### config.mk
export PLATFORM = sky130hd
export DESIGN_NAME = result_drain
export DESIGN_NICKNAME = d
export VERILOG_FILES = /design/src/rtl/result_drain.sv
export SDC_FILE = /design/constraint.sdc
export NUM_CORES = 2
export LEC_CHECK = 0
export CORE_AREA = 2 2 472 474
export CTS_CLUSTER_DIAMETER = 50
export DETAILED_ROUTE_END_ITERATION = 6
export DIE_AREA = 0 0 474 476
export SETUP_SLACK_MARGIN = 0.4
export SYNTH_ARGS = -nofsm -noshare
export SYNTH_HDL_FRONTEND = slang
export SYNTH_SLANG_ARGS = --single-unit
### constraint.sdc
create_clock -name clk -period 54.7 [get_ports clk]
set_clock_uncertainty 0.05 [all_clocks]
set_input_delay 8.205 -clock clk [delete_from_list [all_inputs] [get_ports clk]]
set_output_delay 8.205 -clock clk [all_outputs]
set_load 0.005 [all_outputs]
### src/rtl/result_drain.sv
`timescale 1ns/1ps
`default_nettype none
// ============================================================================
//  Module      : result_drain
//  Description : Drains finished FP16 result rows from one ping-pong group
//                of the result SRAM banks (group 0 = banks 8-11, group 1 =
//                banks 12-15) and emits them as an in-order 128-bit
//                valid/ready stream. Reads are credit-limited against a small
//                output FIFO, so fixed-latency SRAM returns always have room.
//  Revision    : 1.0  initial release
// ----------------------------------------------------------------------------
//  Ports
//    clk        in   1          clock, rising edge
//    rst        in   1          asynchronous active-high reset
//    start      in   1          pulse: begin a drain (ignored while busy)
//    pingpang   in   1          bank group to drain, latched at start
//    num_rows   in   ADDR_W     addresses per bank, latched at start
//    brce       out  8          per-bank read enable, bit i = bank 8+i
//    braddr     out  ADDR_W     shared read address
//    brvalid    in   8          per-bank read-data valid
//    brdata     in   8*DATA_W   read data, bank 8+i on [i*DATA_W +: DATA_W]
//    out_valid  out  1          stream word valid
//    out_ready  in   1          stream consumer ready
//    out_data   out  DATA_W     stream word
//    out_last   out  1          final word of the drain
//    busy       out  1          drain in progress
//    done       out  1          one-cycle pulse when the drain completes
// ============================================================================
module result_drain #(
    parameter int ADDR_W     = 15,
    parameter int DATA_W     = 128,
    parameter int FIFO_DEPTH = 4
) (
    input  logic                  clk,
    input  logic                  rst,
    input  logic                  start,
    input  logic                  pingpang,
    input  logic [ADDR_W-1:0]     num_rows,
    output logic [7:0]            brce,
    output logic [ADDR_W-1:0]     braddr,
    input  logic [7:0]            brvalid,
    input  logic [8*DATA_W-1:0]   brdata,
    output logic                  out_valid,
    input  logic                  out_ready,
    output logic [DATA_W-1:0]     out_data,
    output logic                  out_last,
    output logic                  busy,
    output logic                  done
);

    localparam int c_ptr_w = $clog2(FIFO_DEPTH);
    localparam int c_cnt_w = c_ptr_w + 1;
    localparam logic [c_cnt_w:0]   c_depth_ext = (c_cnt_w + 1)'(FIFO_DEPTH);
    localparam logic [c_cnt_w-1:0] c_depth     = c_cnt_w'(FIFO_DEPTH);

    typedef enum logic [1:0] {
        S_IDLE  = 2'd0,
        S_ISSUE = 2'd1,
        S_DRAIN = 2'd2,
        S_FIN   = 2'd3
    } state_t;

    state_t               r_state;
    logic                 r_grp;
    logic [ADDR_W-1:0]    r_rows;
    logic [ADDR_W-1:0]    r_addr;
    logic [1:0]           r_bank;
    logic [ADDR_W+1:0]    r_last_idx;
    logic [ADDR_W+1:0]    r_pop_idx;
    logic [c_cnt_w-1:0]   r_inflight;
    logic [c_cnt_w-1:0]   r_fifo_cnt;
    logic [c_ptr_w-1:0]   r_wr_ptr;
    logic [c_ptr_w-1:0]   r_rd_ptr;
    logic [DATA_W-1:0]    r_mem [FIFO_DEPTH];

    logic [c_cnt_w:0]     w_occ;
    logic                 w_issue;
    logic [3:0]           w_grp_valid;
    logic                 w_ret;
    logic                 w_push;
    logic                 w_pop;
    logic [DATA_W-1:0]    w_ret_data;

    // Every outstanding read already owns a FIFO slot, so a read is only
    // launched while FIFO entries plus reads in flight leave room.
    assign w_occ   = {1'b0, r_fifo_cnt} + {1'b0, r_inflight};
    assign w_issue = (r_state == S_ISSUE) && (w_occ < c_depth_ext);

    // Returns from the inactive group, or any return while idle (late data
    // from an aborted drain), are dropped here.
    assign w_grp_valid = (r_state == S_IDLE) ? 4'b0000
                       : (r_grp ? brvalid[7:4] : brvalid[3:0]);
    assign w_ret  = |w_grp_valid;
    assign w_push = w_ret && (r_fifo_cnt != c_depth);

    assign out_valid = (r_fifo_cnt != '0);
    assign w_pop     = out_valid && out_ready;
    assign out_data  = r_mem[r_rd_ptr];
    assign out_last  = out_valid && (r_pop_idx == r_last_idx);

    // One read is issued per cycle, so at most one bank returns per cycle.
    always_comb begin
        w_ret_data = '0;
        for (int i = 3; i >= 0; i--) begin
            if (w_grp_valid[i]) begin
                w_ret_data = brdata[(i + (r_grp ? 4 : 0)) * DATA_W +: DATA_W];
            end
        end
    end

    // Control FSM, read issue and in-flight accounting
    always_ff @(posedge clk or posedge rst) begin
        if (rst) begin
            r_state    <= S_IDLE;
            r_grp      <= 1'b0;
            r_rows     <= '0;
            r_addr     <= '0;
            r_bank     <= 2'd0;
            r_last_idx <= '0;
            r_pop_idx  <= '0;
            r_inflight <= '0;
            brce       <= 8'd0;
            braddr     <= '0;
            busy       <= 1'b0;
            done       <= 1'b0;
        end else begin
            done <= 1'b0;
            brce <= 8'd0;

            // Issue and return in the same cycle cancel out.
            if (w_issue && !(w_ret && r_inflight != '0)) begin
                r_inflight <= r_inflight + c_cnt_w'(1);
            end else if (!w_issue && w_ret && r_inflight != '0) begin
                r_inflight <= r_inflight - c_cnt_w'(1);
            end

            if (w_pop) begin
                r_pop_idx <= r_pop_idx + (ADDR_W + 2)'(1);
            end

            case (r_state)
                S_IDLE: begin
                    if (start) begin
                        r_grp      <= pingpang;
                        r_rows     <= num_rows;
                        r_addr     <= '0;
                        r_bank     <= 2'd0;
                        r_pop_idx  <= '0;
                        r_last_idx <= {num_rows, 2'b00} - (ADDR_W + 2)'(1);
                        busy       <= 1'b1;
                        r_state    <= (num_rows == '0) ? S_FIN : S_ISSUE;
                    end
                end
                S_ISSUE: begin
                    if (w_issue) begin
                        brce   <= 8'd1 << {r_grp, r_bank};
                        braddr <= r_addr;
                        if (r_bank == 2'd3) begin
                            r_bank <= 2'd0;
                            if (r_addr == r_rows - ADDR_W'(1)) begin
                                r_state <= S_DRAIN;
                            end else begin
                                r_addr <= r_addr + ADDR_W'(1);
                            end
                        end else begin
                            r_bank <= r_bank + 2'd1;
                        end
                    end
                end
                S_DRAIN: begin
                    if (r_inflight == '0 && r_fifo_cnt == '0) begin
                        r_state <= S_FIN;
                    end
                end
                S_FIN: begin
                    done    <= 1'b1;
                    busy    <= 1'b0;
                    r_state <= S_IDLE;
                end
                default: r_state <= S_IDLE;
            endcase
        end
    end

    // Output FIFO
    always_ff @(posedge clk or posedge rst) begin
        if (rst) begin
            r_wr_ptr   <= '0;
            r_rd_ptr   <= '0;
            r_fifo_cnt <= '0;
            for (int i = 0; i < FIFO_DEPTH; i++) begin
                r_mem[i] <= '0;
            end
        end else begin
            if (w_push) begin
                r_mem[r_wr_ptr] <= w_ret_data;
                r_wr_ptr        <= r_wr_ptr + c_ptr_w'(1);
            end
            if (w_pop) begin
                r_rd_ptr <= r_rd_ptr + c_ptr_w'(1);
            end
            if (w_push && !w_pop) begin
                r_fifo_cnt <= r_fifo_cnt + c_cnt_w'(1);
            end else if (!w_push && w_pop) begin
                r_fifo_cnt <= r_fifo_cnt - c_cnt_w'(1);
            end
        end
    end

endmodule
`default_nettype wire

# Word-level counts from Yosys, hierarchy flattened
# Index checks and enable logic that the tools add are counted.
# totals
regBits	616
input_bits	1052
output_inout_bits	155
elab_cells	132
# op_classes
addsub	15
order_cmp	4
n_eq_ne	13
shift	5
muxes	41
bitwise_logic	2
n_reduce_logical	33
# op_table
operator	n
$shiftx A1024 B32 Y128	3
$shiftx A1024 B11 Y128	1
$mux W128	7
$bwmux W512	1
$bmux W128 S2	1
$demux W128 S2	1
$mux W15	4
$mux W17	3
$add A3 B25 Y25 const A	2
$pmux W15 S2	1
$add A2 B25 Y25 const A	1
$mux W2	9
$add A17 B1 Y17 const B	1
$eq A17 B17 Y1	1
$sub A17 B1 Y17 const B	1
$mux W8	2
$add A15 B1 Y15 const B	1
$eq A15 B15 Y1	1
$logic_not A15 Y1	1
$mux W3	5
$sub A15 B1 Y15 const B	1
$logic_and A1 B1 Y1	12
$reduce_and A5 Y1	2
$mux W4	2
other kinds (26)	49

# Logic depth before layout (Yosys ltp)
# depth
word_depth	8
ltp_mapped	12
ltp_nobuf	11

# Least setup slack after synthesis
# Ideal clock, no wire load.
# synth_timing
path_type	input to register
from	in brvalid[5]
to	reg r_fifo_cnt[2]
setup_time_ps	79
t_arrival_ps	10182
slack_ps	44389
stages	11
path_cell_list	mux2i_1 nor2_1 buf_2 nor3_1 a21oi_1 ha_1 inv_1 fa_1 xor2_1 nor2_1 xor2_1
# synth_between
elab_chain_len	7
# synth_rtl
item	line_no	rtl
start: declaration	41	input logic [7:0] brvalid,
$mux W4 (*)	92	: (r_grp ? brvalid[7:4] : brvalid[3:0]);
$mux W4 (*)	91	assign w_grp_valid = (r_state == S_IDLE) ? 4'b0000
$reduce_or A4 Y1 (*)	93	assign w_ret = |w_grp_valid;
$logic_and A1 B1 Y1 (*)	94	assign w_push = w_ret && (r_fifo_cnt != c_depth);
net w_push	80	logic w_push;
$logic_not A1 Y1	204	end else if (!w_push && w_pop) begin
$logic_and A1 B1 Y1	204	
$reduce_bool A2 Y1 (no source line)	--	
end signal: assignment	203	r_fifo_cnt <= r_fifo_cnt + c_cnt_w'(1);
end signal: assignment	205	r_fifo_cnt <= r_fifo_cnt - c_cnt_w'(1);
end: declaration	71	logic [c_cnt_w-1:0] r_fifo_cnt;
# Mark *: on every way through the listed nets, which the timed path passes. The rest lies on a longest branch.
# A chain may end at the register's enable or synchronous reset.

# Final worst setup path
# layout_timing
from	reg r_rd_ptr[0]
to	out out_data[4]
# layout_between
elab_chain_len	4
# layout_rtl
item	line_no	rtl
start: declaration	73	logic [c_ptr_w-1:0] r_rd_ptr;
start signal: assignment	200	r_rd_ptr <= r_rd_ptr + c_ptr_w'(1);
$not A2 Y3 (not written as such)	98	assign out_data = r_mem[r_rd_ptr];
$bmux W128 S2	98	
$mux W128 (not written as such) (2 in a row)	98	
end: declaration	45	output logic [DATA_W-1:0] out_data,
# Every way passes these cells. The select of a mux whose other input is x is not followed.

==> key figures <==
Outcome
  • Status: finished clean

Route
  • DRC: 0
  • Post-DRT Antenna Nets: 0
  • Total Wirelength: between 200,000 and 250,000 um
  • Vias: 31,660
  • Initial DRT Pass Iterations: 5
  • Vias per cell: 4.304
  • WL/cell: around 28 um
  • Iteration-0 DRC Markers: between 1,500 and 2,000

CTS
  • Later-pin clock latency in the skew report: between 0.6 and 0.7 ns
  • Num CTS Buffers: 86
  • Setup Fix Bufs, Post-CTS: 0
  • CTS tree: built
  • H-tree depth: 3
  • Worst-path clk slew: about 0.06 ns
  • Clock net sink count: roughly 600
  • Post-CTS Resized: 0
  • CTS max path bufs: 3
  • Post-CTS Hold Fix Bufs: 0
  • Clk root buf: clkbuf_16

Floorplanning
  • # IOs: about 1,200
  • Core area: about 220,000 sq um
  • Total die area: about 230,000 sq um
  • Starting Density: between 10% and 20%
  • Die Y: between 400 and 500 um
  • Row cnt: 173
  • DIE WIDTH: roughly 470 um

Cells and area
  • Fillers: approximately 23,000
  • Commonest cells after routing, fill and taps aside: clkdlybuf4s50_1, mux2_2, dfrtp_1, mux2i_1, nand2_1
  • Final #Nets: 5,336
  • Layout area overhead: 50.62%
  • Commonest non-fill, non-tap cell in the layout: clkdlybuf4s50_1
  • Share of layout cells above drive strength 1: ~23%

Min path
  • Hold WC Path Type: reg2reg
  • WHS Path Cells: 2

Power and ir drop
  • Power Density: 58.59 nW/um^2
  • PnR Total Power: 3.211 mW
  • Pleak: roughly 22 nW
  • Peak supply drop: 0.03779 mV

Timing
  • Worst Max-Slew Pin Slew: 1.138 ns
  • RSZ-0062 raised after global routing: false
  • # setup viols final: 0
  • Fin crit share: between 20% and 30%
  • Final Hold Vio Count: 0
  • Rel. slew slack: between 20% and 30%
  • Min Clock Period, post-route: around 12 ns
  • Max frequency: around 80 MHz
  • Setup TNS: 0 ns
  • Hold WS: 0.4332 ns
  • Final slew viol count: 0

Global routing
  • First-pass GRT wire length: approximately 260,000 um
  • Initial antenna violation count: ~120
  • Overflow after GRT: 0
  • Vias in the first global route: between 30,000 and 40,000
  • GR Util All Layers: between 10% and 20%
  • Largest net degree at the start of global routing: 169

Placed design
  • GP Congestion: approximately 0.91
  • Buffers on Ports: about 1,200
  • Post-DP HPWL: about 160,000 um

Synth
  • Syn nets: roughly 4,200
  • Post-synthesis cell count: around 3,200
  • Post-Syn Area: 36,380 sq um
  • Syn Area/Cell: about 11 sq um
  • Synth Register Bits: 615
  • Asr flop ratio synth: 100.0%
  • Yosys warning total: 0
  • Distinct cell type count after synthesis: 59
  • Main synth FF type: dfrtp_1
  • EDFF count, synth: 0
  • Register area share after synthesis: roughly 42%

Worst setup path
  • WS Path Type: reg2out
  • Critical path arrival: 4.06 ns
  • Required time worst endpoint: about 46 ns
  • Crit end category: output pin
  • CP Max Fanout: 39
  • Worst r2r path cells: 9
  • Setup crit start kind: register

Flow run
  • Max-cap violations: 0
-- stage by stage --
stage	util [%]	setup slack [ns]	std cells	instance area (sq um)
final	24.80	42.39	7356	54800
after global routing	24.76	42.11	7327	54730
after CTS	24.74	42.11	7309	54680
after detailed placement	23.40	42.12	7150	51720
after global placement	23.40	42.18	7150	51720
after floorplan	-	29.22	3168	36380
-- state kept, by name, indices dropped and copies added, names as in the netlist, 8 cells and up --
name        flops
r_mem         512
r_pop_idx      17
r_last_idx     16
braddr         15
r_addr         15
r_rows         15
brce            8
-- routing by layer --
metal	GRT usage [%]	vias to the layer above	part of all wire, %	wire length [um]
met5	0	-	0.22	447
met4	6.585	64	3.7	7407
met3	6.846	354	9.9	20050
met2	29.63	1446	49	100200
met1	18.55	15870	37	74450
li1	-	13930	-	-
-- synth_stat cells (2+ instances only) --
master	n	area, sq um
fa_1	2	40.04
buf_2	14	70.07
a31oi_1	4	25.02
buf_1	53	198.9
nor2_1	47	176.4
nand3_1	14	70.07
o22ai_1	128	800.8
nand4_1	12	75.07
ha_1	19	237.7
xor2_1	33	289.0
or3_1	14	87.58
o41ai_1	2	17.52
o31a_1	2	17.52
a41oi_1	4	35.03
mux4_2	128	2883
xnor2_1	28	245.2
nand2b_1	6	37.54
o21ai_0	295	1476
mux2i_1	397	3974
nor3_1	20	100.1
nand2_1	384	1441
dfrtp_1	615	15390
or4_1	5	37.54
clkbuf_1	186	698.2
and3_1	13	81.33
and2_1	2	12.51
mux2_2	642	7229
a31o_2	8	70.07
nor3b_1	7	52.55
buf_6	2	22.52
inv_1	26	97.59
o31ai_1	3	22.52
a21oi_1	18	90.09
nor4_1	10	62.56
-- final timing paths --
check                                         from                endpoint  slack, ns
max                        r_rd_ptr[0]$_DFFE_PP0P_             out_data[4]      42.39
min                         braddr[14]$_DFFE_PP0P_  braddr[14]$_DFFE_PP0P_       0.43
max reg2reg                      r_grp$_DFFE_PP0P_  r_mem[465]$_DFFE_PP0P_      49.00
min reg2reg                 braddr[14]$_DFFE_PP0P_  braddr[14]$_DFFE_PP0P_       0.43
max in group asynchronous                      rst  r_mem[374]$_DFFE_PP0P_      43.55
min in group asynchronous                      rst  r_mem[405]$_DFFE_PP0P_       7.94
-- logic make-up (layout without fill, tap and decap cells) --
logic type / count (synthesis) / in the layout / synth area share (%)
DFF: 615 / 615 / 42.30
muxes: 1167 / 1167 / 38.71
buffers and inverters: 281 / 1447 / 2.988
adders and majority gates: 21 / 21 / 0.7634
AOI/OAI and AO/OA: 482 / 482 / 7.459
other: 0 / 47 / 0
xor gates and xnor gates: 61 / 61 / 1.468
and+or+nand+nor: 541 / 541 / 6.310
-- critical path, cell delays in order, from the launching register on --
cell and delay, ns:
dfrtp_4 0.53, buf_4 0.52, buf_4 0.79, mux4_2 0.40
clkdlybuf4s50_1 0.96
-- where the power goes --
group / total [mW] / internal (mW) / switching, mW
Sequential: 0.800 / 0.675 / 0.125
Clock: 0.573 / 0.340 / 0.233
Combinational: 1.84 / 0.889 / 0.948
Total: 3.21 / 1.90 / 1.31
-- area by class of cell --
type,instances,area (sq um),share of cell area [%]
antenna,47,117.6,0.2146
clock buffer,113,2405,4.388
clock inverter,46,558.0,1.018
inverter,26,105.1,0.1918
multi-input combinational,2272,19980,36.45
sequential,615,15400,28.10
tap,2975,3722,6.792
timing repair buffer,1262,12520,22.84
No activity file was read; power rests on OpenSTA's default activity.
